$ cat config.mk
export PLATFORM = sky130hd
export DESIGN_NAME = trap_sequencer
export DESIGN_NICKNAME = d
export VERILOG_FILES = /design/src/rtl/trap_pkg.sv /design/src/rtl/trap_irq_sync.sv /design/src/rtl/trap_sequencer.sv
export SDC_FILE = /design/constraint.sdc
export NUM_CORES = 1
export LEC_CHECK = 0
export BUFFER_PORTS_ARGS = -buffer_cell sky130_fd_sc_hd__buf_4
export CORE_MARGIN = 4
export CORE_UTILIZATION = 42
export DETAILED_ROUTE_END_ITERATION = 12
export GPL_ROUTABILITY_DRIVEN = 0
export PLACE_DENSITY = 0.77
export SYNTH_ARGS = -nofsm -noshare
export SYNTH_HDL_FRONTEND = slang
export SYNTH_SLANG_ARGS = --single-unit
$ cat constraint.sdc
create_clock -name clk -period 1.8 [get_ports clk]
set_input_delay 0.18 -clock clk [delete_from_list [all_inputs] [get_ports clk]]
set_output_delay 0.18 -clock clk [all_outputs]
set_load 0.02 [all_outputs]
$ cat src/rtl/trap_pkg.sv
// Shared types and constants for the machine-mode trap sequencer and the exception detector.
package trap_pkg;

    typedef enum logic [2:0] {
        ST_IDLE,
        ST_W_MEPC,
        ST_W_MCAUSE,
        ST_W_MTVAL,
        ST_W_MSTATUS,
        ST_W_MSTATUS_RET,
        ST_REDIRECT
    } trap_state_t;

    typedef enum logic {
        KIND_TRAP,
        KIND_MRET
    } trap_kind_t;

    localparam logic [11:0] CSR_MSTATUS = 12'h300;
    localparam logic [11:0] CSR_MEPC    = 12'h341;
    localparam logic [11:0] CSR_MCAUSE  = 12'h342;
    localparam logic [11:0] CSR_MTVAL   = 12'h343;

    localparam int MSTATUS_MIE_BIT  = 3;
    localparam int MSTATUS_MPIE_BIT = 7;
    localparam int MSTATUS_MPP_LSB  = 11;
    localparam int MIE_MTIE_BIT     = 7;

    localparam logic [31:0] CAUSE_MISALIGNED_FETCH = 32'd0;
    localparam logic [31:0] CAUSE_ILLEGAL_INSN     = 32'd2;
    localparam logic [31:0] CAUSE_BREAKPOINT       = 32'd3;
    localparam logic [31:0] CAUSE_MISALIGNED_LOAD  = 32'd4;
    localparam logic [31:0] CAUSE_MISALIGNED_STORE = 32'd6;
    localparam logic [31:0] CAUSE_ECALL_M          = 32'd11;

    function automatic logic [31:0] mstatusOnTrap(input logic [31:0] snap);
        logic [31:0] result;
        result = snap;
        result[MSTATUS_MPIE_BIT] = snap[MSTATUS_MIE_BIT];
        result[MSTATUS_MIE_BIT]  = 1'b0;
        result[MSTATUS_MPP_LSB +: 2] = 2'b11;
        return result;
    endfunction

    function automatic logic [31:0] mstatusOnMret(input logic [31:0] snap);
        logic [31:0] result;
        result = snap;
        result[MSTATUS_MIE_BIT]  = snap[MSTATUS_MPIE_BIT];
        result[MSTATUS_MPIE_BIT] = 1'b1;
        result[MSTATUS_MPP_LSB +: 2] = 2'b11;
        return result;
    endfunction

endpackage

$ cat src/rtl/trap_irq_sync.sv
// Flop chain bringing the asynchronous machine-timer pending line into the core clock domain.
module trap_irq_sync #(
    parameter int STAGES = 2
) (
    input  logic clk,
    input  logic rst_n,
    input  logic async_i,
    output logic sync_o
);

    logic [STAGES-1:0] chain_q;

    always_ff @(posedge clk or negedge rst_n) begin
        if (!rst_n) begin
            chain_q <= '0;
        end else begin
            chain_q[0] <= async_i;
            for (int i = 1; i < STAGES; i++) begin
                chain_q[i] <= chain_q[i-1];
            end
        end
    end

    assign sync_o = chain_q[STAGES-1];

endmodule

$ cat src/rtl/trap_sequencer.sv
// Machine-mode trap controller: accepts exception/interrupt/MRET, sequences CSR writes, then redirects.
// Optional macro TRAP_VECTORED_MODE_EN enables vectored interrupt targets when mtvec[1:0]==2'b01.
module trap_sequencer
    import trap_pkg::*;
#(
    parameter int          MTIP_SYNC_STAGES = 2,
    parameter logic [31:0] IRQ_CAUSE        = 32'h8000_0007
) (
    input  logic        clk,
    input  logic        rst_n,
    input  logic        exc_present_i,
    input  logic [31:0] exc_cause_i,
    input  logic [31:0] trap_info_i,
    input  logic [31:0] pc_i,
    input  logic        inst_boundary_i,
    input  logic        mret_i,
    input  logic        mtip_i,
    input  logic [31:0] csr_mstatus_i,
    input  logic [31:0] csr_mie_i,
    input  logic [31:0] csr_mtvec_i,
    input  logic [31:0] csr_mepc_i,
    output logic        csr_wr_valid_o,
    input  logic        csr_wr_ready_i,
    output logic [11:0] csr_wr_addr_o,
    output logic [31:0] csr_wr_data_o,
    output logic        stall_o,
    output logic        flush_o,
    output logic        redirect_valid_o,
    output logic [31:0] redirect_pc_o,
    output logic        busy_o
);

    trap_state_t state_q, state_d;
    trap_kind_t  kind_q, kind_d;
    logic        irq_q, irq_d;
    logic [31:0] epc_q, epc_d;
    logic [31:0] cause_q, cause_d;
    logic [31:0] tval_q, tval_d;
    logic [31:0] mstatus_q, mstatus_d;
    logic        mtipSync;
    logic        irqTake;
    logic [31:0] trapTarget;
    logic        unusedBits;

    trap_irq_sync #(.STAGES(MTIP_SYNC_STAGES)) u_irq_sync (
        .clk     (clk),
        .rst_n   (rst_n),
        .async_i (mtip_i),
        .sync_o  (mtipSync)
    );

    assign irqTake    = mtipSync & csr_mstatus_i[MSTATUS_MIE_BIT] & csr_mie_i[MIE_MTIE_BIT];
    assign unusedBits = ^{csr_mie_i[31:8], csr_mie_i[6:0], csr_mtvec_i[1:0], csr_mepc_i[1:0]};

    always_comb begin
        trapTarget = {csr_mtvec_i[31:2], 2'b00};
`ifdef TRAP_VECTORED_MODE_EN
        if (irq_q && (csr_mtvec_i[1:0] == 2'b01)) begin
            trapTarget = {csr_mtvec_i[31:2], 2'b00} + {cause_q[29:0], 2'b00};
        end
`endif
    end

    // Acceptance is gated by rst_n so every output reads 0 while reset is held.
    always_comb begin
        state_d          = state_q;
        kind_d           = kind_q;
        irq_d            = irq_q;
        epc_d            = epc_q;
        cause_d          = cause_q;
        tval_d           = tval_q;
        mstatus_d        = mstatus_q;
        csr_wr_valid_o   = 1'b0;
        csr_wr_addr_o    = '0;
        csr_wr_data_o    = '0;
        flush_o          = 1'b0;
        redirect_valid_o = 1'b0;
        redirect_pc_o    = '0;
        busy_o           = (state_q != ST_IDLE);
        stall_o          = (state_q != ST_IDLE);

        case (state_q)
            ST_IDLE: begin
                if (rst_n && inst_boundary_i && (exc_present_i || irqTake || mret_i)) begin
                    busy_o    = 1'b1;
                    stall_o   = 1'b1;
                    flush_o   = 1'b1;
                    epc_d     = pc_i;
                    mstatus_d = csr_mstatus_i;
                    if (exc_present_i) begin
                        kind_d  = KIND_TRAP;
                        irq_d   = 1'b0;
                        cause_d = exc_cause_i;
                        tval_d  = trap_info_i;
                        state_d = ST_W_MEPC;
                    end else if (irqTake) begin
                        kind_d  = KIND_TRAP;
                        irq_d   = 1'b1;
                        cause_d = IRQ_CAUSE;
                        tval_d  = '0;
                        state_d = ST_W_MEPC;
                    end else begin
                        kind_d  = KIND_MRET;
                        irq_d   = 1'b0;
                        state_d = ST_W_MSTATUS_RET;
                    end
                end
            end
            ST_W_MEPC: begin
                csr_wr_valid_o = 1'b1;
                csr_wr_addr_o  = CSR_MEPC;
                csr_wr_data_o  = epc_q;
                if (csr_wr_ready_i) state_d = ST_W_MCAUSE;
            end
            ST_W_MCAUSE: begin
                csr_wr_valid_o = 1'b1;
                csr_wr_addr_o  = CSR_MCAUSE;
                csr_wr_data_o  = cause_q;
                if (csr_wr_ready_i) state_d = ST_W_MTVAL;
            end
            ST_W_MTVAL: begin
                csr_wr_valid_o = 1'b1;
                csr_wr_addr_o  = CSR_MTVAL;
                csr_wr_data_o  = tval_q;
                if (csr_wr_ready_i) state_d = ST_W_MSTATUS;
            end
            ST_W_MSTATUS: begin
                csr_wr_valid_o = 1'b1;
                csr_wr_addr_o  = CSR_MSTATUS;
                csr_wr_data_o  = mstatusOnTrap(mstatus_q);
                if (csr_wr_ready_i) state_d = ST_REDIRECT;
            end
            ST_W_MSTATUS_RET: begin
                csr_wr_valid_o = 1'b1;
                csr_wr_addr_o  = CSR_MSTATUS;
                csr_wr_data_o  = mstatusOnMret(mstatus_q);
                if (csr_wr_ready_i) state_d = ST_REDIRECT;
            end
            ST_REDIRECT: begin
                redirect_valid_o = 1'b1;
                flush_o          = 1'b1;
                redirect_pc_o    = (kind_q == KIND_MRET) ? {csr_mepc_i[31:2], 2'b00} : trapTarget;
                state_d          = ST_IDLE;
            end
            default: state_d = ST_IDLE;
        endcase
    end

    always_ff @(posedge clk or negedge rst_n) begin
        if (!rst_n) begin
            state_q   <= ST_IDLE;
            kind_q    <= KIND_TRAP;
            irq_q     <= 1'b0;
            epc_q     <= '0;
            cause_q   <= '0;
            tval_q    <= '0;
            mstatus_q <= '0;
        end else begin
            state_q   <= state_d;
            kind_q    <= kind_d;
            irq_q     <= irq_d;
            epc_q     <= epc_d;
            cause_q   <= cause_d;
            tval_q    <= tval_d;
            mstatus_q <= mstatus_d;
        end
    end

endmodule

* Yosys cells after proc, flatten, opt, wreduce, memory -nomap -nowiden *
Cells that the tools add are included.

storage, ports and cells
  register bits = 134
  input port bits = 231
  output and inout port bits = 81
  word-level logic and storage cells = 56

operators by class
  eq/ne operators = 11
  mux-type cells = 24
  bitwise gates (word level) = 2
  reduce and logical (&&, ||, !) cells = 12

operator list
  cell                  count
  $mux W32              6
  $pmux W32 S5          1
  $pmux W10 S4          1
  $mux W3               7
  $pmux W3 S5           1
  $eq A3 B3 Y1 const B  3
  $ne A2 B2 Y1 const B  4
  $mux W1               7
  $eq A3 B2 Y1 const B  2
  $reduce_and A5 Y1     1
  $reduce_or A5 Y1      1
  $eq A3 B1 Y1 const B  1
  $logic_not A3 Y1      1
  $reduce_and A3 Y1     1
  $reduce_bool A3 Y1    1
  $and A1 B1 Y1         2
  $logic_and A1 B1 Y1   2
  $logic_or A1 B1 Y1    2
  $ne A2 B1 Y1 const B  1
  $pmux W1 S2           1
  $reduce_and A2 Y1     1
  $reduce_bool A2 Y1    1
  $reduce_or A2 Y1      1

* Logic depth before layout (Yosys ltp) *
Gate-level depths: netlist of the first run.

  depth after elaboration = 7
  mapped depth = 6
  mapped depth without buffers = 4

* Modules after synthesis *
A second synthesis of the first run with hierarchy kept.

second synthesis, totals
  cell total of the unflattened synthesis = 534
  area, all modules = 6575.1 um2

by module, submodules not included
  module          instances  cells each  area each (um2)  seq. area each (um2)
  trap_sequencer  1          532         6525.0           3253.1
  trap_irq_sync   1          2           50.0             50.0

* Worst setup path after synthesis of the first run *
Ideal clock, no wire load.

  path kind = register to register
  start = reg state_q[1]
  end = reg epc_q[10]
  setup time = 125 ps
  arrival time = 1839 ps
  required time = 1675 ps
  slack = -164 ps
  cell stages (with the launch flop) = 6
  path buffers = 2
  period minus slack after synthesis = 1964 ps
  cells stage by stage = dfrtp_1 -> buf_6 -> or3_4 -> nor3_4 -> buf_6 -> mux2_2

between the ends
  word-level cells in the longest chain between the ends = 2

ends and longest elaborated chain
  item                         line                   RTL
  start: declaration           trap_sequencer.sv:33   trap_state_t state_q, state_d;
  start signal: assignment     trap_sequencer.sv:159  state_q <= state_d;
  $logic_not A3 Y1             trap_sequencer.sv:82   case (state_q)
  $reduce_and A2 Y1 (no line)  --
  end signal: assignment       trap_sequencer.sv:162  epc_q <= epc_d;
  end: declaration             trap_sequencer.sv:36   logic [31:0] epc_q, epc_d;

Every way passes these cells.
A chain may end at the register's enable or synchronous reset.

* Final worst setup path of the first run *
  start = reg state_q[0]
  end = out csr_wr_data_o[18]

between the ends
  word-level cells in the longest chain between the ends = 2
  elaborated cells on any way between the ends = 6
  those cells by class = eq/ne: 5; mux: 1

ends and longest elaborated chain
  item                                  line                  RTL
  $eq A3 B3 Y1 (tied with other cells)  trap_sequencer.sv:82
  $pmux W32 S5 (*)                      trap_sequencer.sv:82
  end: declaration                      trap_sequencer.sv:25  output logic [31:0] csr_wr_data_o,

Mark *: on every way between the ends. The rest lies on a longest branch, timed or not.

==> results of run 1 <==
state kept, by name, indices dropped and copies added, names as in the netlist:
name                flops
mstatus_q              30
state_q                 3
kind_q                  1
u_irq_sync.chain_q      2
tval_q                 32
epc_q                  32
cause_q                32
cells by family (layout without fill, tap and decap cells):
group / count (synthesis) / count (layout)
AOI/OAI and AO/OA: 139 / 139
DFF: 132 / 132
muxes: 125 / 125
and+or+nand+nor: 75 / 76
buffers and inverters: 61 / 509
other: 1 / 13
layout by cell type, fill, tap and decap left out, types with 8 or more instances in the layout:
cell	synthesis	layout
buf_16	0	9
a22oi_2	0	25
mux2_4	0	69
dlygate4sd3_1	0	122
clkbuf_16	0	19
o21ai_1	0	17
nand2_1	25	22
dfrtp_1	132	130
nor2_1	33	21
buf_6	7	46
buf_4	11	263
a22o_1	60	60
conb_1	1	9
mux2i_1	42	36
buf_8	0	8
buf_12	0	23
mux2_2	79	14
worst reg2reg max path, delay by kind of cell, from the launching register on:
| family | cells | cell delay, ns |
|---|---|---|
| buf+inv | 3 | 0.46 |
| flops | 1 | 0.43 |
| compound gates | 1 | 0.20 |
| simple gates | 2 | 0.89 |
power breakdown:
group	total, mW	internal (mW)	switching [mW]
clock network	3.51	2.13	1.37
logic	10.3	5.69	4.63
registers	5.47	4.37	1.10
total	19.3	12.2	7.10
cell type report:
class	instances	area (sq um)	area share
tap	184	230	0.0189
clock inverter	10	105	0.00863
timing repair buffer	475	4660	0.382
inverter	2	10.0	0.000822
sequential	132	3310	0.272
antenna	4	10.0	0.000822
multi-input combinational	349	3380	0.278
clock buffer	22	474	0.0389
stage by stage:
| stage | TNS [ns] | setup slack [ns] |
|---|---|---|
| 4_1_cts | -30.18 | -0.245 |
| 3_5_place_dp | -7.85 | -0.106 |
| 2_1_floorplan | -10.07 | -0.145 |
| 5_1_grt | -41.10 | -0.325 |
| 6_report | -33.99 | -0.301 |
| 3_3_place_gp | -5.68 | -0.0910 |
per-layer routing:
metal | routed length [microns] | track usage | vias to the layer above
met3 | 2100 | 0.0669 | 103
li1 | - | - | 2854
met2 | 15400 | 0.578 | 403
met5 | 0 | 0 | -
met4 | 1310 | 0.174 | 0
met1 | 11200 | 0.387 | 3374
path summary, 6_finish.rpt:
kind | startpoint | to | slack, ns | cells past startpoint
setup / recovery | state_q[0]$_DFFE_PN0P_ | csr_wr_data_o[18] | -0.30 | 6
hold / removal | trap_info_i[12] | tval_q[12]$_DFFE_PN0P_ | 0.007 | 2
setup reg to reg | state_q[0]$_DFFE_PN0P_ | tval_q[11]$_DFFE_PN0P_ | -0.30 | 6
hold reg to reg | u_irq_sync.chain_q[0]$_DFF_PN0_ | u_irq_sync.chain_q[1]$_DFF_PN0_ | 0.35 | 0
max in group asynchronous | rst_n | mstatus_q[31]$_DFFE_PN0P_ | 0.55 | 3
min in group asynchronous | rst_n | cause_q[0]$_DFFE_PN0P_ | 0.23 | 2
timing repair:
item                                   CTS  global route
endpoints found under the hold margin  253             0
resized for setup                      188            89
buffers inserted                        37            11
cloned                                  18             2
hold buffers                           122             0
pin swaps                               17            12
setup endpoints to repair              188           194
==> impl_metrics.py, run 1 <==
metrics = {
    "synthesis": {
        "synth_top_family_by_area": "multiplexers",
        "synth-xor-area-share": 0,
        "synth_largest_area_cell": "dfrtp_1",
        "synth-compound-area-share": 0.162,
        "synthAdderAreaFrac": 0,
        "synth_cell_types": 35,
        "synth.mux.area_fraction": 0.213,
        "synthCells": 533,
        "synth.most_common_cell": "dfrtp_1",
        "netlist_area_sq_um": 6370,
        "ys_seq_area_frac": 0.518,
        "ys_top_cells_by_count": "dfrtp_1, mux2_2, a22o_1",
        "synth_top_area_frac": 0.518,
        "ys.flop_type": "dfrtp_1",
        "synth-simple-area-share": 0.0530,
        "synth-edff-count": 0,
        "synth_seq_cells": 132,
        "ys_warn_count": 0,
        "async_reset_ff_frac": 1.00,
        "syn_avg_cell_area_sq_um": 12.0,
        "ys_top_cells_by_area": "dfrtp_1, mux2_2, a22o_1, mux2i_1, a22oi_1",
    },
    "outcome": {
        "failed_checks": "setup timing",
        "status": "complete, but fails checks",
    },
    "setup_path": {
        "critical_path_buf_inv_count": 3,
        "critical_path.max_stage_delay_ns": 0.43,
        "end_kind": "output pin",
        "critPathLaunchType": "flip-flop",
        "cpMostUsedCell": "buf_12",
        "cp_top_family": "buffers and inverters",
        "cp_max_fo": 8,
        "required_ns": 1.62,
        "crit_type": "flip-flop to output pin",
        "arrival_ns": 1.92,
        "timing.critical_path.cells": "buf_12 -> buf_12 -> mux2_4 -> a22oi_2 -> o21ai_1 -> buf_4",
        "critPathSlowestCell": "dfrtp_2",
    },
    "global_routing": {
        "grt_usage": 0.332,
        "grt_max_degree": 125,
        "first_global_vias": 7381,
        "antenna_found_initial": 2,
        "overflow": 0,
        "grt_pass1_wl_microns": 44200,
    },
    "clock_network": {
        "cts_max_level": 4,
        "ctsRootBufferMaster": "clkbuf_16",
        "clock_sinks": 132,
        "clock_latency_ns": 0.44,
        "cts.path.max_buffers": 2,
        "cts_made_buffers": 17,
        "cts_tree": "built",
        "clk_pin_slew_ns": 0.06,
    },
    "floorplanning": {
        "start_util": 0.434,
        "std_cell_rows": 44,
        "fp.dieW_microns": 131,
        "io_pins": 312,
        "core_sq_um": 14700,
        "dieArea_sq_um": 17200,
        "die_h_microns": 131,
    },
    "sta": {
        "post-route-min-period_ns": 2.10,
        "setup_ws_ns": -0.301,
        "timing.final.crit_share": 1.17,
        "finClkSkew_ns": 0.0200,
        "slew_viol_final": 0,
        "timing.slew.headroom": 0.546,
        "rsz0062_at_grt": "true",
        "max_freq_mhz": 476,
        "hold_viol_final": 0,
        "worstMarginPinSlew_ns": 0.681,
        "setup_viol": 192,
        "hold_ws_ns": 0.00740,
    },
    "detailed_routing": {
        "drcViolationCount": 0,
        "drt_wl_total_microns": 30000,
        "route.vias.total": 6734,
        "wl_per_cell_microns": 25.5,
        "via_per_inst": 5.72,
        "drt_iter0_drc": 618,
        "ant_nets": 0,
        "drtPass1Iterations": 5,
    },
    "finish": {
        "fillers": 722,
        "fin_cells": 1178,
        "utilization": 0.828,
        "fin_nets": 1208,
        "design_area_sq_um": 12200,
        "layout-area-overhead-vs-synth_pct": 91.0,
        "final_layout_size_suffix_gt1_frac": 0.546,
    },
    "power_and_ir_drop": {
        "p_leak_nw": 5.78,
        "p_total_mw": 19.3,
        "pwr_density_cell_nw_per_um2": 1590,
        "vdd_drop_max_v": 0.00105,
    },
    "placement": {
        "placed_area_sq_um": 8640,
        "io_buffers": 265,
        "hpwl_microns": 15100,
        "dp_cells": 962,
    },
    "worst_hold_path": {
        "hp-class": "input port to flip-flop",
    },
    "flow_run": {
        "cap_violations": 0,
    },
}
Note: power is estimated with default switching activity, not from simulation.
==> inputs of run 2 (changes only) <==
--- a/config.mk
+++ b/config.mk
@@ -7,10 +7,10 @@
 export LEC_CHECK = 0
 export BUFFER_PORTS_ARGS = -buffer_cell sky130_fd_sc_hd__buf_4
 export CORE_MARGIN = 4
-export CORE_UTILIZATION = 42
+export CORE_UTILIZATION = 47
 export DETAILED_ROUTE_END_ITERATION = 12
 export GPL_ROUTABILITY_DRIVEN = 0
-export PLACE_DENSITY = 0.77
+export PLACE_DENSITY = 0.81
 export SYNTH_ARGS = -nofsm -noshare
 export SYNTH_HDL_FRONTEND = slang
 export SYNTH_SLANG_ARGS = --single-unit
==> constraint.sdc (replaced) <==
create_clock -name clk -period 2 [get_ports clk]
set_input_delay 0.2 -clock clk [delete_from_list [all_inputs] [get_ports clk]]
set_output_delay 0.2 -clock clk [all_outputs]
set_load 0.02 [all_outputs]
==> run 2 against run 1 <==
  * The flow still finishes with violations (setup timing)
  * Register-to-register slack improved by 0.33 ns
  * Clock skew is 0.014 ns lower
  * Via count shrank 14%
  * Sequential share of layout area grew 5.5 points
  * Utilization decreased by 6.3 points
  * Final area decreased by 17%
  * Clock-buffer cell count is the same
  * Wire length is 22% lower
  * First-iteration DRC count down 34%
  * Power shrank 20%
==> impl_metrics.py, run 2 (same netlist as run 1, synthesis figures left out) <==
metrics = {
    "clock_network": {
        "cts.path.max_buffers": 2,
        "cts_tree": "built",
        "clock_sinks": 132,
        "clk_pin_slew_ns": 0.06,
        "cts_max_level": 4,
        "ctsRootBufferMaster": "clkbuf_16",
        "cts_made_buffers": 17,
        "clock_latency_ns": 0.41,
    },
    "setup_path": {
        "critPathLaunchType": "flip-flop",
        "crit_type": "flip-flop to output pin",
        "timing.critical_path.cells": "buf_12 -> buf_16 -> or2_4 -> buf_4 -> nor2_4 -> buf_6",
        "arrival_ns": 1.91,
        "end_kind": "output pin",
        "cp_max_fo": 8,
        "ff2ff_setup_slack_ns": 0.03,
        "critPathSlowestCell": "dfrtp_2",
        "critical_path.max_stage_delay_ns": 0.48,
        "required_ns": 1.80,
    },
    "global_routing": {
        "grt_max_degree": 76,
        "first_global_vias": 6168,
        "grt_usage": 0.276,
        "overflow": 0,
        "antenna_found_initial": 1,
        "grt_pass1_wl_microns": 33600,
    },
    "finish": {
        "top_regs": "cause_q (32), epc_q (32), tval_q (32)",
        "fin_nets": 1063,
        "fin_cells": 1022,
        "final_layout_size_suffix_gt1_frac": 0.573,
        "layout-area-overhead-vs-synth_pct": 59.1,
        "utilization": 0.766,
        "layout_common_cells": "buf_4, dfrtp_1, mux2_2, a22o_1, mux2i_1",
        "fillers": 857,
        "final_common_cell": "buf_4",
    },
    "placement": {
        "post-place-ws_ns": -0.0796,
        "io_buffers": 265,
        "dp_cells": 946,
        "hpwl_microns": 14200,
    },
    "outcome": {
        "failed_checks": "setup timing",
        "status": "complete, but fails checks",
    },
    "power_and_ir_drop": {
        "pwr_density_cell_nw_per_um2": 1530,
        "vdd_drop_max_v": 0.000938,
        "p_total_mw": 15.5,
        "p_leak_nw": 4.82,
    },
    "sta": {
        "timing.slew.headroom": 0.381,
        "post-route-min-period_ns": 2.11,
        "rsz0062_at_grt": "true",
        "worstMarginPinSlew_ns": 0.928,
        "setup_tns_ns": -2.68,
        "max_freq_mhz": 473,
        "slew_viol_final": 0,
        "finClkSkew_ns": 0.00555,
        "setup_ws_ns": -0.113,
        "timing.final.crit_share": 1.06,
        "hold_viol_final": 0,
        "setup_viol": 54,
    },
    "detailed_routing": {
        "route.vias.total": 5785,
        "via_per_inst": 5.66,
        "wl_per_cell_microns": 22.8,
        "drt_wl_total_microns": 23300,
        "drt_iter0_drc": 407,
        "drcViolationCount": 0,
        "ant_nets": 0,
        "drtPass1Iterations": 5,
    },
    "floorplanning": {
        "start_util": 0.481,
        "dieArea_sq_um": 15500,
        "core_sq_um": 13200,
        "fp.dieW_microns": 124,
        "io_pins": 312,
        "std_cell_rows": 42,
        "die_h_microns": 124,
    },
    "worst_hold_path": {
        "hp-class": "input port to flip-flop",
    },
    "flow_run": {
        "cap_violations": 0,
    },
}
-- run 2: per-stage QoR --
stage | area, sq um | hold WS [ns]
final | 10100 | 0.0182
after global routing | 10100 | 0.00458
after CTS | 9630 | 0.0000983
after detailed placement | 8530 | 0.311
after global placement | 8530 | 0.311
after floorplan | 6400 | -0.0956
-- run 2: path summary, 6_finish.rpt --
kind                                                 startpoint                              end  cells past startpoint
worst max-delay path                     state_q[0]$_DFFE_PN0P_                redirect_pc_o[13]                      6
worst min-delay path                             trap_info_i[9]            tval_q[9]$_DFFE_PN0P_                      2
worst max register to register           state_q[0]$_DFFE_PN0P_        mstatus_q[24]$_DFFE_PN0P_                      5
worst min register to register  u_irq_sync.chain_q[0]$_DFF_PN0_  u_irq_sync.chain_q[1]$_DFF_PN0_                      0
max in group asynchronous                                 rst_n           state_q[2]$_DFFE_PN0P_                      3
min in group asynchronous                                 rst_n        mstatus_q[17]$_DFFE_PN0P_                      3
-- run 2: timing repair --
item                                    CTS  global route
endpoints found under the setup margin   70            93
hold endpoints to repair                 72             1
gates cloned                              9             4
hold buffers                             16             1
pin swaps                                 6            21
gates resized for setup                  47            89
buffers inserted                          4             9
-- run 2: critical path, delay by kind of cell, from the launching register on --
kind          cells  cell delay, ns
simple gates      2            0.42
flops             1            0.48
buf+inv           4            0.60
-- run 2: layout make-up --
cell class / instances / area, sq um / share of cell area
timing repair buffer: 328 / 2890 / 0.285
clock inverter: 10 / 153 / 0.0151
inverter: 2 / 7.51 / 0.000740
clock buffer: 22 / 474 / 0.0468
multi-input combinational: 351 / 3090 / 0.305
tap: 176 / 220 / 0.0217
sequential: 132 / 3310 / 0.326
antenna: 1 / 2.50 / 0.000247
-- run 2: per-layer routing --
| layer | wire (microns) | vias up | part of all wire | track usage |
|---|---|---|---|---|
| met5 | 0 | - | 0 | 0 |
| met3 | 1530 | 41 | 0.065 | 0.0592 |
| met4 | 497 | 0 | 0.021 | 0.0999 |
| li1 | - | 2554 | - | - |
| met2 | 11900 | 284 | 0.51 | 0.467 |
| met1 | 9440 | 2906 | 0.40 | 0.351 |
-- run 2: where the power goes --
part           switching [mW]  leakage (nW)  internal, mW
logic                    3.63          2.90          3.84
registers               0.775          1.61          3.93
clock network            1.12         0.310          2.17
total                    5.53          4.82          9.94
==> inputs of run 3 (changes only) <==
--- a/config.mk
+++ b/config.mk
@@ -10,6 +10,7 @@
 export CORE_UTILIZATION = 47
 export DETAILED_ROUTE_END_ITERATION = 12
 export GPL_ROUTABILITY_DRIVEN = 0
+export HOLD_SLACK_MARGIN = 0.06
 export PLACE_DENSITY = 0.81
 export SYNTH_ARGS = -nofsm -noshare
 export SYNTH_HDL_FRONTEND = slang
==> constraint.sdc (replaced) <==
create_clock -name clk -period 2 [get_ports clk]
set_input_delay 0.3 -clock clk [delete_from_list [all_inputs] [get_ports clk]]
set_output_delay 0.3 -clock clk [all_outputs]
set_load 0.02 [all_outputs]
==> run 3 against run 2 <==
  * Power down 0.78%
  * Wire length is 0.78% lower
  * Critical path type unchanged
  * Global-route usage is 0.14 points lower
  * Fmax fell by 4.6%
  * Largest cell class unchanged
  * The flow still finishes with violations (setup timing)
  * Non-clock buffer count is 14 lower
  * Critical path depth unchanged
  * Largest power group unchanged
  * Clock power decreased by 11%
  * First-iteration DRC count rose by 38%
  * Final cell count fell by 1.5%
  * Clock skew increased by 0.0058 ns
  * Register-to-register slack lost 0.02 ns
  * Via count hardly changed
==> impl_metrics.py, run 3 (same netlist as run 1, synthesis figures left out) <==
metrics = {
    "setup_path": {
        "critPathLaunchType": "flip-flop",
        "end_kind": "output pin",
        "reg2regPathDepth": 5,
        "cp_max_fo": 30,
        "ff2ff_setup_slack_ns": 0.01,
        "crit_type": "flip-flop to output pin",
        "reg2reg_to": "mstatus_q[13]$_DFFE_PN0P_",
        "r2r-start": "state_q[0]$_DFFE_PN0P_",
        "required_ns": 1.70,
        "arrival_ns": 1.92,
    },
    "clock_network": {
        "clock_sinks": 132,
        "clock_latency_ns": 0.42,
        "ctsRootBufferMaster": "clkbuf_16",
        "cts.path.max_buffers": 2,
        "cts_tree": "built",
        "cts_made_buffers": 17,
        "clk_pin_slew_ns": 0.05,
        "cts_max_level": 4,
    },
    "sta": {
        "setup_viol": 66,
        "finClkSkew_ns": 0.0114,
        "post-route-min-period_ns": 2.22,
        "max_freq_mhz": 451,
        "slew_viol_final": 0,
        "rsz0062_at_grt": "true",
        "timing.final.crit_share": 1.11,
        "setup_ws_ns": -0.216,
        "hold_viol_final": 0,
        "hold_ws_ns": 0.0896,
        "setup_tns_ns": -6.84,
        "worstMarginPinSlew_ns": 0.812,
        "timing.slew.headroom": 0.458,
    },
    "placement": {
        "io_buffers": 265,
        "placed_area_sq_um": 8580,
        "hpwl_microns": 14000,
    },
    "outcome": {
        "failed_checks": "setup timing",
        "status": "complete, but fails checks",
    },
    "global_routing": {
        "grt.busiest_layer": "met2",
        "antenna_found_initial": 1,
        "grt_max_degree": 66,
        "grt_pass1_wl_microns": 33500,
        "met2_usage": 0.469,
        "met1_usage": 0.342,
        "grt_usage": 0.275,
        "first_global_vias": 6019,
        "met3_usage": 0.0648,
        "overflow": 0,
    },
    "detailed_routing": {
        "route.vias.total": 5782,
        "drt_iter0_drc": 563,
        "drtPass1Iterations": 5,
        "wl_per_cell_microns": 23.0,
        "via_per_inst": 5.74,
        "ant_nets": 0,
        "drcViolationCount": 0,
        "drt_wl_total_microns": 23100,
    },
    "finish": {
        "multi_input_area_sq_um": 3160,
        "final_common_cell": "buf_4",
        "fillers": 841,
        "regArea_sq_um": 3310,
        "layout-area-overhead-vs-synth_pct": 57.7,
        "top_regs": "cause_q (32), epc_q (32), tval_q (32)",
        "fin_nets": 1048,
        "design_area_sq_um": 10100,
        "utilization": 0.759,
        "final_layout_size_suffix_gt1_frac": 0.589,
        "layout_common_cells": "buf_4, dfrtp_1, mux2_2, a22o_1, mux2i_1",
    },
    "flow_run": {
        "cap_violations": 0,
    },
    "power_and_ir_drop": {
        "p_leak_nw": 4.75,
        "vdd_drop_max_v": 0.00114,
        "p_total_mw": 15.3,
        "pwr_density_cell_nw_per_um2": 1530,
    },
    "floorplanning": {
        "dieArea_sq_um": 15500,
        "fp.dieW_microns": 124,
        "die_h_microns": 124,
        "core_sq_um": 13200,
        "std_cell_rows": 42,
        "io_pins": 312,
        "start_util": 0.481,
    },
    "worst_hold_path": {
        "hp-class": "input port to async pin",
    },
}
## run 3: report_power, final
part / total [mW] / internal [mW] / switching, mW
logic: 7.66 / 3.98 / 3.67
registers: 4.74 / 3.93 / 0.810
clock network: 2.95 / 1.82 / 1.13
total: 15.3 / 9.74 / 5.61
## run 3: metal layers
metal	wire length [microns]	vias up
met5	0	-
met4	821	0
met3	1430	66
met2	11800	270
met1	9100	2914
li1	-	2532
## run 3: worst max-delay path by stage
stage / start / to
3_5_place_dp: state_q[0]$_DFFE_PN0P_ / flush_o
2_1_floorplan: state_q[1]$_DFFE_PN0P_ / flush_o
4_1_cts: state_q[0]$_DFFE_PN0P_ / redirect_pc_o[29]
3_3_place_gp: state_q[0]$_DFFE_PN0P_ / flush_o
6_report: state_q[1]$_DFFE_PN0P_ / csr_wr_data_o[5]
5_1_grt: state_q[1]$_DFFE_PN0P_ / csr_wr_data_o[2]
## run 3: what timing repair did
| item | CTS | global route |
|---|---|---|
| setup buffers | 8 | 6 |
| hold buffers | 2 | 0 |
| endpoints found under the setup margin | 70 | 163 |
| gates resized for setup | 89 | 80 |
| pin swaps | 25 | 5 |
| gates cloned | 7 | 3 |
| hold endpoints to repair | 68 | 0 |
## run 3: critical path, stage by stage (launching register included)
cell and delay [ns]:
dfrtp_2 0.43, buf_8 0.21, nor2b_4 0.23, buf_8 0.18, a22oi_1 0.09, o21ai_1 0.17, buf_4 0.17
## run 3: final cells by class
class                   count  area share
multi-input cells         350       0.314
repair buffers            314       0.278
clock inverters            10     0.00797
well taps                 176      0.0219
clock buffers              22      0.0482
diodes                      1    0.000249
flip-flops and latches    132       0.329
inverters                   2    0.000747
## run 3: through the flow
stage | worst slack [ns] | cells
2_1_floorplan | 0.0186 | 541
3_3_place_gp | 0.0381 | 949
3_5_place_dp | -0.0223 | 949
4_1_cts | -0.204 | 998
5_1_grt | -0.265 | 1007
6_report | -0.216 | 1007
